<file path="src/rtl/bcd_time_setter.sv">
// Key-driven editor for the 12-hour BCD clock: debounces three keys,
// steps through hh/mm/ss/pm fields and commits with a one-cycle load.
module bcd_time_setter #(
    parameter int DEBOUNCE_CYCLES = 1000000,
    parameter int TIMEOUT_CYCLES  = 500000000
) (
    input  logic       clk,
    input  logic       reset,
    input  logic       key_mode,
    input  logic       key_inc,
    input  logic       key_dec,
    input  logic [7:0] cur_hh,
    input  logic [7:0] cur_mm,
    input  logic [7:0] cur_ss,
    input  logic       cur_pm,
    output logic [7:0] set_hh,
    output logic [7:0] set_mm,
    output logic [7:0] set_ss,
    output logic       set_pm,
    output logic       load,
    output logic       set_active,
    output logic [1:0] field
);

    localparam int DW = (DEBOUNCE_CYCLES > 1) ? $clog2(DEBOUNCE_CYCLES) : 1;
    localparam int TW = (TIMEOUT_CYCLES > 0) ? $clog2(TIMEOUT_CYCLES + 1) : 1;
    localparam logic [DW-1:0] DB_LAST = DW'(DEBOUNCE_CYCLES - 1);
    localparam logic [TW-1:0] TO_LAST = TW'(TIMEOUT_CYCLES);

    typedef enum logic [2:0] {
        S_IDLE,
        S_EDIT_HH,
        S_EDIT_MM,
        S_EDIT_SS,
        S_EDIT_PM,
        S_COMMIT
    } state_t;

    state_t          r_state;
    state_t          w_state_nxt;

    logic [2:0]      w_raw;
    logic [2:0]      r_s1;
    logic [2:0]      r_s2;
    logic [2:0]      r_acc;
    logic [2:0]      r_acc_d;
    logic [2:0]      r_ev;
    logic [DW-1:0]   r_db_cnt [3];

    logic [TW-1:0]   r_to;
    logic            w_timeout;
    logic            w_any_ev;
    logic            w_ev_mode;
    logic            w_ev_inc;
    logic            w_ev_dec;
    logic            w_step;

    logic [7:0]      r_hh;
    logic [7:0]      r_mm;
    logic [7:0]      r_ss;
    logic            r_pm;

    function automatic logic hh_ok(input logic [7:0] v);
        return (v[7:4] == 4'd0 && v[3:0] >= 4'd1 && v[3:0] <= 4'd9) ||
               (v[7:4] == 4'd1 && v[3:0] <= 4'd2);
    endfunction

    function automatic logic sx_ok(input logic [7:0] v);
        return (v[7:4] <= 4'd5) && (v[3:0] <= 4'd9);
    endfunction

    function automatic logic [7:0] hh_inc(input logic [7:0] v);
        if (v == 8'h12)
            return 8'h01;
        else if (v[3:0] == 4'd9)
            return {v[7:4] + 4'd1, 4'd0};
        else
            return {v[7:4], v[3:0] + 4'd1};
    endfunction

    function automatic logic [7:0] hh_dec(input logic [7:0] v);
        if (v == 8'h01)
            return 8'h12;
        else if (v[3:0] == 4'd0)
            return {v[7:4] - 4'd1, 4'd9};
        else
            return {v[7:4], v[3:0] - 4'd1};
    endfunction

    function automatic logic [7:0] sx_inc(input logic [7:0] v);
        if (v == 8'h59)
            return 8'h00;
        else if (v[3:0] == 4'd9)
            return {v[7:4] + 4'd1, 4'd0};
        else
            return {v[7:4], v[3:0] + 4'd1};
    endfunction

    function automatic logic [7:0] sx_dec(input logic [7:0] v);
        if (v == 8'h00)
            return 8'h59;
        else if (v[3:0] == 4'd0)
            return {v[7:4] - 4'd1, 4'd9};
        else
            return {v[7:4], v[3:0] - 4'd1};
    endfunction

    assign w_raw     = {key_dec, key_inc, key_mode};
    assign w_ev_mode = r_ev[0];
    assign w_ev_inc  = r_ev[1] & ~r_ev[2];
    assign w_ev_dec  = r_ev[2] & ~r_ev[1];
    assign w_step    = (w_ev_inc | w_ev_dec) & ~w_ev_mode;
    assign w_any_ev  = |r_ev;
    assign w_timeout = (TIMEOUT_CYCLES != 0) && (r_to == TO_LAST);

    // Synchronise, debounce and edge-detect the three keys
    always_ff @(posedge clk or negedge reset) begin
        if (!reset) begin
            r_s1    <= '0;
            r_s2    <= '0;
            r_acc   <= '0;
            r_acc_d <= '0;
            r_ev    <= '0;
            for (int k = 0; k < 3; k++)
                r_db_cnt[k] <= '0;
        end else begin
            r_s1    <= w_raw;
            r_s2    <= r_s1;
            r_acc_d <= r_acc;
            r_ev    <= r_acc & ~r_acc_d;
            for (int k = 0; k < 3; k++) begin
                if (r_s2[k] == r_acc[k]) begin
                    r_db_cnt[k] <= '0;
                end else if (r_db_cnt[k] == DB_LAST) begin
                    r_acc[k]    <= r_s2[k];
                    r_db_cnt[k] <= '0;
                end else begin
                    r_db_cnt[k] <= r_db_cnt[k] + DW'(1);
                end
            end
        end
    end

    // Idle counter for edit abandonment, saturating at the limit
    always_ff @(posedge clk or negedge reset) begin
        if (!reset)
            r_to <= '0;
        else if (!set_active || w_any_ev)
            r_to <= '0;
        else if (r_to != TO_LAST)
            r_to <= r_to + TW'(1);
    end

    // State register
    always_ff @(posedge clk or negedge reset) begin
        if (!reset)
            r_state <= S_IDLE;
        else
            r_state <= w_state_nxt;
    end

    // Next-state and state-decoded outputs
    always_comb begin
        w_state_nxt = r_state;
        load        = 1'b0;
        set_active  = 1'b0;
        field       = 2'd0;
        unique case (r_state)
            S_IDLE: begin
                if (w_ev_mode)
                    w_state_nxt = S_EDIT_HH;
            end
            S_EDIT_HH: begin
                set_active = 1'b1;
                field      = 2'd0;
                if (w_ev_mode)
                    w_state_nxt = S_EDIT_MM;
                else if (w_timeout)
                    w_state_nxt = S_IDLE;
            end
            S_EDIT_MM: begin
                set_active = 1'b1;
                field      = 2'd1;
                if (w_ev_mode)
                    w_state_nxt = S_EDIT_SS;
                else if (w_timeout)
                    w_state_nxt = S_IDLE;
            end
            S_EDIT_SS: begin
                set_active = 1'b1;
                field      = 2'd2;
                if (w_ev_mode)
                    w_state_nxt = S_EDIT_PM;
                else if (w_timeout)
                    w_state_nxt = S_IDLE;
            end
            S_EDIT_PM: begin
                set_active = 1'b1;
                field      = 2'd3;
                if (w_ev_mode)
                    w_state_nxt = S_COMMIT;
                else if (w_timeout)
                    w_state_nxt = S_IDLE;
            end
            S_COMMIT: begin
                load        = 1'b1;
                w_state_nxt = S_IDLE;
            end
            default: w_state_nxt = S_IDLE;
        endcase
    end

    // Shadow time: capture with normalisation, then per-field BCD stepping
    always_ff @(posedge clk or negedge reset) begin
        if (!reset) begin
            r_hh <= 8'h12;
            r_mm <= 8'h00;
            r_ss <= 8'h00;
            r_pm <= 1'b0;
        end else if (r_state == S_IDLE && w_ev_mode) begin
            r_hh <= hh_ok(cur_hh) ? cur_hh : 8'h12;
            r_mm <= sx_ok(cur_mm) ? cur_mm : 8'h00;
            r_ss <= sx_ok(cur_ss) ? cur_ss : 8'h00;
            r_pm <= cur_pm;
        end else if (w_step) begin
            unique case (r_state)
                S_EDIT_HH: r_hh <= w_ev_inc ? hh_inc(r_hh) : hh_dec(r_hh);
                S_EDIT_MM: r_mm <= w_ev_inc ? sx_inc(r_mm) : sx_dec(r_mm);
                S_EDIT_SS: r_ss <= w_ev_inc ? sx_inc(r_ss) : sx_dec(r_ss);
                S_EDIT_PM: r_pm <= ~r_pm;
                default: ;
            endcase
        end
    end

    assign set_hh = r_hh;
    assign set_mm = r_mm;
    assign set_ss = r_ss;
    assign set_pm = r_pm;

endmodule

</file>
<file path="config.mk">
export PLATFORM = sky130hd
export DESIGN_NAME = bcd_time_setter
export DESIGN_NICKNAME = d
export VERILOG_FILES = /design/src/rtl/bcd_time_setter.sv
export SDC_FILE = /design/constraint.sdc
export NUM_CORES = 1
export LEC_CHECK = 0
export CORE_ASPECT_RATIO = 0.7
export CORE_MARGIN = 3
export CORE_UTILIZATION = 55
export CTS_BUF_LIST = sky130_fd_sc_hd__clkbuf_16
export DETAILED_ROUTE_END_ITERATION = 6
export PLACE_DENSITY = 0.8
export SETUP_SLACK_MARGIN = 0.05
export SYNTH_ARGS = -nofsm -noshare
export SYNTH_HDL_FRONTEND = slang
export SYNTH_SLANG_ARGS = --single-unit
</file>
<file path="constraint.sdc">
create_clock -name clk -period 6.1 [get_ports clk]
set_input_delay 1.22 -clock clk [delete_from_list [all_inputs] [get_ports clk]]
set_output_delay 1.22 -clock clk [all_outputs]
set_load 0.05 [all_outputs]
</file>
==> metrics.md <==
| Metric | Value |
|---|---|
| Largest cells by area after synthesis | `dfrtp_1 43%, xor2_1 6.2%, nor2_1 6.2%, ha_1 4.0%, xnor2_1 3.9%` |
| Port-buffer cells | `58` |
| Number of flops mapped to enable cells by yosys | `0` |
| Final max-slew violation count | `0` |
| Die Wd | `approximately 150 um` |
| Tcrit/Tclk final | `57.2%` |
| Max-cap viol count | `0` |
| Drt first pass iters | `6` |
| Synthesized area | `approximately 7600 um2` |
| Pleak | `about 3.6 nW` |
| Critical Path RT | `4.88 ns` |
| Maximum VDD drop | `0.208 mV` |
| Post-Route Setup TNS | `0 ns` |
| Post-route ant nets | `0` |
| Die area | `15300 um2` |
| Utilization after layout | `between 60% and 70%` |
| Clk sinks | `132` |
| Synth cell count leaders | `130 x dfrtp_1, 125 x nor2_1, 56 x nand2_1` |
| CTS tree | `done` |
| Seq/Total Area, Yosys | `around 44%` |
| Synth Area per Inst | `9.17 um2` |
| Layout cells sized above 1 | `~6.4%` |
| FF+latch count, synth | `132` |
| Main synth FF type | `dfrtp_1` |
| CTS root buf | `clkbuf_16` |
| Most common cell in the netlist | `dfrtp_1` |
| CTS buffer count | `17` |
| Pre-CTS worst setup slack | `2.89 ns` |
| Post-route setup slack | `2.61 ns` |
| Core Rows | `35` |
| Hold_buf cts | `0` |
| Via-per-instance ratio | `5.83` |
| Status | `complete, no violations` |
| Final hold violation count | `0` |
| Post-synth ARST share | `100%` |
| GRT Total Usage | `23.5%` |
| RSZ-0062 raised after global routing | `no` |
| Initial core utilization | `a little under three fifths` |
| Core ar. | `13300 um2` |
| Iter 0 DRT Violations | `494` |
| Kind of critical path | `flip-flop to primary output` |
| Layout Nets | `930` |
| Hold crit path type | `flip-flop to flip-flop` |
| Area growth from synthesis to layout | `16.8%` |
| Setup violations, final | `0` |
| YS warnings | `0` |
| PostCTS Resize Cnt | `0` |
| Final Cell Area | `8870 um2` |
| Clock Latency Late Sink | `0.42 ns` |
| Routed wire length | `17300 um` |
| Synth unique cells | `77` |
| GPL Wtd Cong | `0.854` |
| Endpoint class of the critical path | `primary output` |
| Slew @ Worst Pin | `roughly 1.0 ns` |
| Mapped Cells | `828` |
| FMAX | `286 MHz` |
| Tmin final | `3.49 ns` |
| Power per cell area | `220 nW/um2` |
| Max-slew headroom | `~33%` |
| H-tree depth | `4` |
| Total grt overflow | `0` |
| Clk_skew | `0.00825 ns` |
| Critical Path AT | `2.27 ns` |
| Height of the chip | `approximately 100 um` |
| Post-route DRC | `0` |
| Vias in the first global route | `5790` |
| Clock slew at reported path FFs | `0.06 ns` |
| Setup bufs post-CTS | `0` |
| Largest net degree at the start of global routing | `slightly above 90` |
| Cell taking the most area after synthesis | `dfrtp_1` |
| Post-Syn Nets | `882` |
| Post-DP Area | `8300 um2` |
| Initial antenna violation count | `0` |
| First-pass GRT wire length | `roughly 30000 um` |
| Crit-path max FO | `13` |
| Clock Path Buffers | `2` |
| Top cell type's share of synthesized area | `a little over two fifths` |
| Crit path launch type | `flip-flop` |
| Detail Placement HPWL | `11700 um` |
| Top Ports | `59` |
| Via Count | `roughly 6300` |
| DR WL/cell | `16.1 um` |
| Antenna cells | `0` |
==> critical path, cell delays in order, from the launching register on <==
cell and delay (ns):
dfrtp_1 0.52, nand2b_1 0.27, mux2i_1 0.23, clkdlybuf4s50_1 0.84
==> area by class of cell <==
class | count | area, um2
fill | 1038 | 4450
inverter | 29 | 109
tap | 185 | 231
clock buffer | 17 | 425
multi-input combinational | 634 | 4040
clock inverter | 15 | 145
sequential | 132 | 3310
timing repair buffer | 62 | 612
==> layout by cell type (no fill, tap or decap), drive strengths merged, types with 7 or more instances in the layout <==
master	count
clkdlybuf4s50	57
o31ai	9
nor4b	7
nor3	24
nand2	56
ha	24
nor2b	9
nand2b	9
nand4	23
and2	7
clkbuf	17
o21ai	30
nor2	125
dfrtp	130
a21oi	31
nand3	56
xor2	54
inv	38
xnor2	34
nor4	18
and3	16
==> power by group <==
group	switching [mW]	internal [mW]	leakage (nW)
Sequential	0.00827	0.883	1.76
Clock	0.422	0.572	0.278
Combinational	0.0418	0.0282	1.58
Total	0.472	1.48	3.61
==> state kept, by name, indices dropped and copies added (netlist names) <==
name,cells
r_db_cnt,60
r_to,29
set_hh,8
set_mm,8
set_ss,8
r_acc,3
r_acc_d,3
r_ev,3
r_s1,3
r_s2,3
r_state,3
set_pm,1
==> stage by stage <==
| stage | total power [mW] | cells | hold slack [ns] |
|---|---|---|---|
| after floorplan | 0.932 | 828 | 0.331 |
| after global placement | 0.977 | 1042 | 0.332 |
| after detailed placement | 0.978 | 1042 | 0.335 |
| after CTS | 1.97 | 1074 | 0.351 |
| after global routing | 2.02 | 1074 | 0.364 |
| final | 1.96 | 1074 | 0.345 |
==> worst paths after layout <==
kind	depth (start not counted)	endpoint	start	slack, ns
hold / removal	0	r_s2[2]	r_s1[2]	0.34
max in group asynchronous	2	r_db_cnt[26]	reset	4.17
setup reg to reg	5	set_hh[6]	r_state[0]	3.39
hold reg to reg	0	r_s2[2]	r_s1[2]	0.34
min in group asynchronous	1	r_to[12]	reset	0.88
setup / recovery	3	field[1]	r_state[1]	2.61
==> logic make-up after synthesis <==
family / synth area share, %
mux: 1.12
buf+inv: 3.36
flops: 43.5
simple gates: 26.7
xor+xnor: 10.2
compound gates: 11.2
fa+ha+maj: 3.96
==> per-layer routing <==
layer  GRT usage, %  vias up  wire length (um)
li1               -     3050                 -
met1           36.4     2962              8500
met2           32.6      224              7360
met3           5.53       22              1210
met4           6.71        0               224
met5              0        -                 0
No activity file was read; power rests on OpenSTA's default activity.
==> edit 1 (same settings) <==
Set the parameter `TIMEOUT_CYCLES` to 250000000 (it was 500000000).
--- a/src/rtl/bcd_time_setter.sv
+++ b/src/rtl/bcd_time_setter.sv
@@ -4,3 +4,3 @@
     parameter int DEBOUNCE_CYCLES = 1000000,
-    parameter int TIMEOUT_CYCLES  = 500000000
+    parameter int TIMEOUT_CYCLES  = 250000000
 ) (
Formal check against the unedited RTL: same outputs for any inputs over 10 cycles, from zero or initial values and one cycle with reset low; that may be too few to reach the edited logic, so the function may still have changed.
==> edit 1 against the original RTL <==
  * Setup slack worse by 0.014 ns
  * Power fell by 1.7%
  * Cell count is 2.1% lower
  * Wire length fell by 3.1%
  * Maximum frequency fell by 0.40%
  * Clock power shrank 2%
  * Hold slack improved by 0.0085 ns
  * Synthesized area down 1.3%
  * Via count fell by 2.0%
  * Sequential cell count decreased by 1
  * Final area is 1.3% lower
  * Synthesized cell count down 3.1%
  * Sequential power fell by 1%
  * Critical endpoint unchanged
  * Highest routed layer unchanged
==> edit 1: results (changes against the original RTL) <==
- Run status: completed
- The number of different library cells in the post-synthesis netlist was 83 (+7.8%).
* Sequential share of the synthesized area: 43.8% (+0.25 points)
* Cell area after placement: 8180 um2 (-1.4%)
- Number of search-and-repair iterations in the first detailed-routing pass: 7 (+1)
- The number of global-route vias before repair is 6047 (+4.4%).
* FF-to-FF path depth: 7 (+2)
- The total wire length after detailed routing was 16800 um (-3.1%).
- The adder and majority cell fraction of the synthesized area is 4.01% (+0.053 points).
* Routing usage on met3: 5.33% (-0.20 points)
- The global placer's final weighted congestion was 0.856 (+0.28%).
- Global-route total usage across every layer: 22.9% (-0.60 points)
* Largest registers ranked by flip-flop count: r_db_cnt (60), r_to (28)
- The remaining max-slew budget at the tightest pin was 31.0% (-1.6 points).
- Start of the worst register-to-register path: r_ev[2]
* Met2 Wirelength: 7820 um (+6.2%)
- The share of the synthesized area in compound gates (AO/OA/AOI/OAI) is 10.6% (-0.57 points).
- The met2 demand-to-capacity share in global routing was 35.4% (+2.8 points).
* Worst setup slack before clock tree synthesis: 3.01 ns (+0.123 ns)
- The count of routing violations after the opening detailed-route iteration came to 495 (+0.20%).
- The largest fanout of any net on the critical path was 15 (+2).
* Worst clock skew: 0.00865 ns (+0.000393 ns)
- Fraction of layout instances using a drive strength above 1: 7.27% (+0.86 points)
- The total via count after detailed routing is 6131 (-2.0%).
- The synthesized netlist net count is 856 (-2.9%).
- By area the synthesized netlist is led by sky130_fd_sc_hd__dfrtp_1, sky130_fd_sc_hd__xnor2_1, sky130_fd_sc_hd__nor2_1.
- The worst register-to-register path ends at set_ss[4].
- The setup slack of the most critical reg-to-reg path was 3.42 ns (+0.03 ns).
* GRT met1 Usage: 32.6% (-3.8 points)
- Largest net degree at the start of global routing: 76 (-16%)
* Fraction of synthesized area in multiplexers: 1.45% (+0.33 points)
[edit 1: power by group]
part,leakage [uW],internal (uW),switching (uW)
sequential,0.00176,876,6.54
clock,0.000274,597,383
combinational,0.00161,25.1,34.9
total,0.00365,1500,424
[edit 1: metrics by stage]
stage          hold WS (ns)  std cells  util, %
2_1_floorplan         0.331        802        -
6_report              0.353       1051     66.2
3_3_place_gp          0.333       1019     61.9
5_1_grt               0.356       1051     66.2
3_5_place_dp          0.337       1019     61.9
4_1_cts               0.352       1051     66.2
[edit 1: final cells by class]
| cell class | instances | area (um2) | area share, % |
|---|---|---|---|
| Inverter | 33 | 124 | 1.42 |
| Clock buffer | 17 | 425 | 4.86 |
| Tap cell | 185 | 231 | 2.65 |
| Sequential cell | 131 | 3280 | 37.5 |
| Multi-Input combinational cell | 610 | 3950 | 45.2 |
| Clock inverter | 15 | 143 | 1.63 |
| Timing Repair Buffer | 60 | 593 | 6.78 |
==> edit 2 (same flow settings) <==
Without the edit above. Encoding of `state_t`: now one-hot (6 bits for 6 states).
--- a/src/rtl/bcd_time_setter.sv
+++ b/src/rtl/bcd_time_setter.sv
@@ -29,9 +29,9 @@
 
-    typedef enum logic [2:0] {
-        S_IDLE,
-        S_EDIT_HH,
-        S_EDIT_MM,
-        S_EDIT_SS,
-        S_EDIT_PM,
-        S_COMMIT
+    typedef enum logic [5:0] {
+        S_IDLE    = 6'b000001,
+        S_EDIT_HH = 6'b000010,
+        S_EDIT_MM = 6'b000100,
+        S_EDIT_SS = 6'b001000,
+        S_EDIT_PM = 6'b010000,
+        S_COMMIT  = 6'b100000
     } state_t;
Check against the original RTL: same outputs for any inputs over 10 cycles, from zero or initial values and one cycle with reset low; not proved beyond that.
==> edit 2 against the original RTL <==
  * Critical path depth rose by 2
  * Via count is 0.58% lower
  * Final area is 0.37% higher
  * Wire length down 3.9%
  * Sequential cell count rose by 3
  * Synthesized area increased by 0.43%
  * Power up 1.2%
  * Setup slack worse by 0.51 ns
  * First-iteration DRC count fell by 3.8%
==> edit 2: results (changes against the original RTL) <==
* Largest net degree at the start of global routing: 88 (-3.3%)
- The total wire length after detailed routing was 16600 um (-3.9%).
- The post-layout net count was 940 (+1.1%).
- Worst setup path end: set_active
* Detailed-route vias per instance: 5.75 (-1.4%)
- Global-route total usage across every layer: 22.4% (-1.1 points)
* Routed wire per std cell: 15.4 um (-4.7%)
- The placed cell count came to 1052 (+0.96%).
* Power density normalized to cell area: 222 nW/um2 (+0.80%)
- The part of the Yosys area used for sequential elements is 44.4% (+0.82 points).
- For hold timing, the worst endpoint is r_s2[1].
- The worst register-to-register path begins at r_state[3].
- Worst setup slack before clock tree synthesis: 2.53 ns (-0.356 ns)
- Transition time of the tightest slew-check pin: 1.08 ns (+0.0695 ns)
- The number of global-route vias before repair was 5845 (+0.95%).
- After detailed routing, no signal wire sits above met4.
- The commonest cells after synthesis are sky130_fd_sc_hd__dfrtp_1, sky130_fd_sc_hd__nor2_1, sky130_fd_sc_hd__nand2_1.
- The met2 wire length came to 7170 um (-2.6%).
* Synthesized Nets: 890 (+0.91%)
- The global placer's final weighted congestion is 0.891 (+4.4%).
- Maximum fanout encountered on the critical timing path: 9 (-4)
* First DRT Iteration DRCs: 475 (-3.8%)
- The worst path arrival time was 2.78 ns (+0.51 ns).
- The worst hold path begins at r_s1[1].
- Unique cell type count in the Yosys netlist: 65 (-16%)
- The number of filler cells placed in the layout was 1088 (+4.8%).
* Cell area after placement: 8320 um2 (+0.32%)
- Yosys attributes the largest share of cell area to sky130_fd_sc_hd__dfrtp_1, sky130_fd_sc_hd__xnor2_1, sky130_fd_sc_hd__nor2_1.
- The leakage power of the design came to 0.00358 uW (-0.87%).
* Sum of net half-perimeters after detailed placement: 11100 um (-4.9%)
- Worst flop-to-flop path endpoint: set_ss[2]
* Number of standard cells after synthesis: 836 (+0.97%)
- Switching share of total power: 22.6% (-1.5 points)
* Post-route worst hold slack: 0.350 ns (+0.00502 ns)
- The post-route clock skew was 0.0136 ns (+0.00534 ns).
- Register-to-Register Setup Slack: 3.03 ns (-0.36 ns)
* First-pass GRT wire length: 28600 um (-3.5%)
* Fraction of layout instances using a drive strength above 1: 6.57% (+0.16 points)
* Fraction of power consumed by sequential logic: 45.9% (+0.3 points)
- Number of search-and-repair iterations in the first detailed-routing pass: 5 (-1)
- Run status: completed
==> edit 2: final cells by class <==
type | count | area, um2 | area share [%]
Timing Repair Buffer | 60 | 597 | 6.71
Multi-Input combinational cell | 635 | 3970 | 44.7
Clock buffer | 17 | 425 | 4.78
Tap cell | 185 | 231 | 2.60
Sequential cell | 135 | 3380 | 38.0
Clock inverter | 14 | 151 | 1.70
Inverter | 37 | 139 | 1.56
==> edit 2: cell families after synthesis <==
| group | Yosys count | synth area share, % |
|---|---|---|
| buffers and inverters | 66 | 3.51 |
| and+or+nand+nor | 399 | 26.7 |
| adders and majority gates | 24 | 3.94 |
| AOI/OAI and AO/OA | 115 | 10.0 |
| DFF | 135 | 44.4 |
| muxes | 11 | 1.56 |
| xor gates and xnor gates | 86 | 9.88 |
==> edit 2: layer usage <==
layer	GRT usage, %	up-vias
met1	33.9	2957
met2	32.6	210
met5	0	-
li1	-	3044
met3	5.62	11
met4	4.63	0
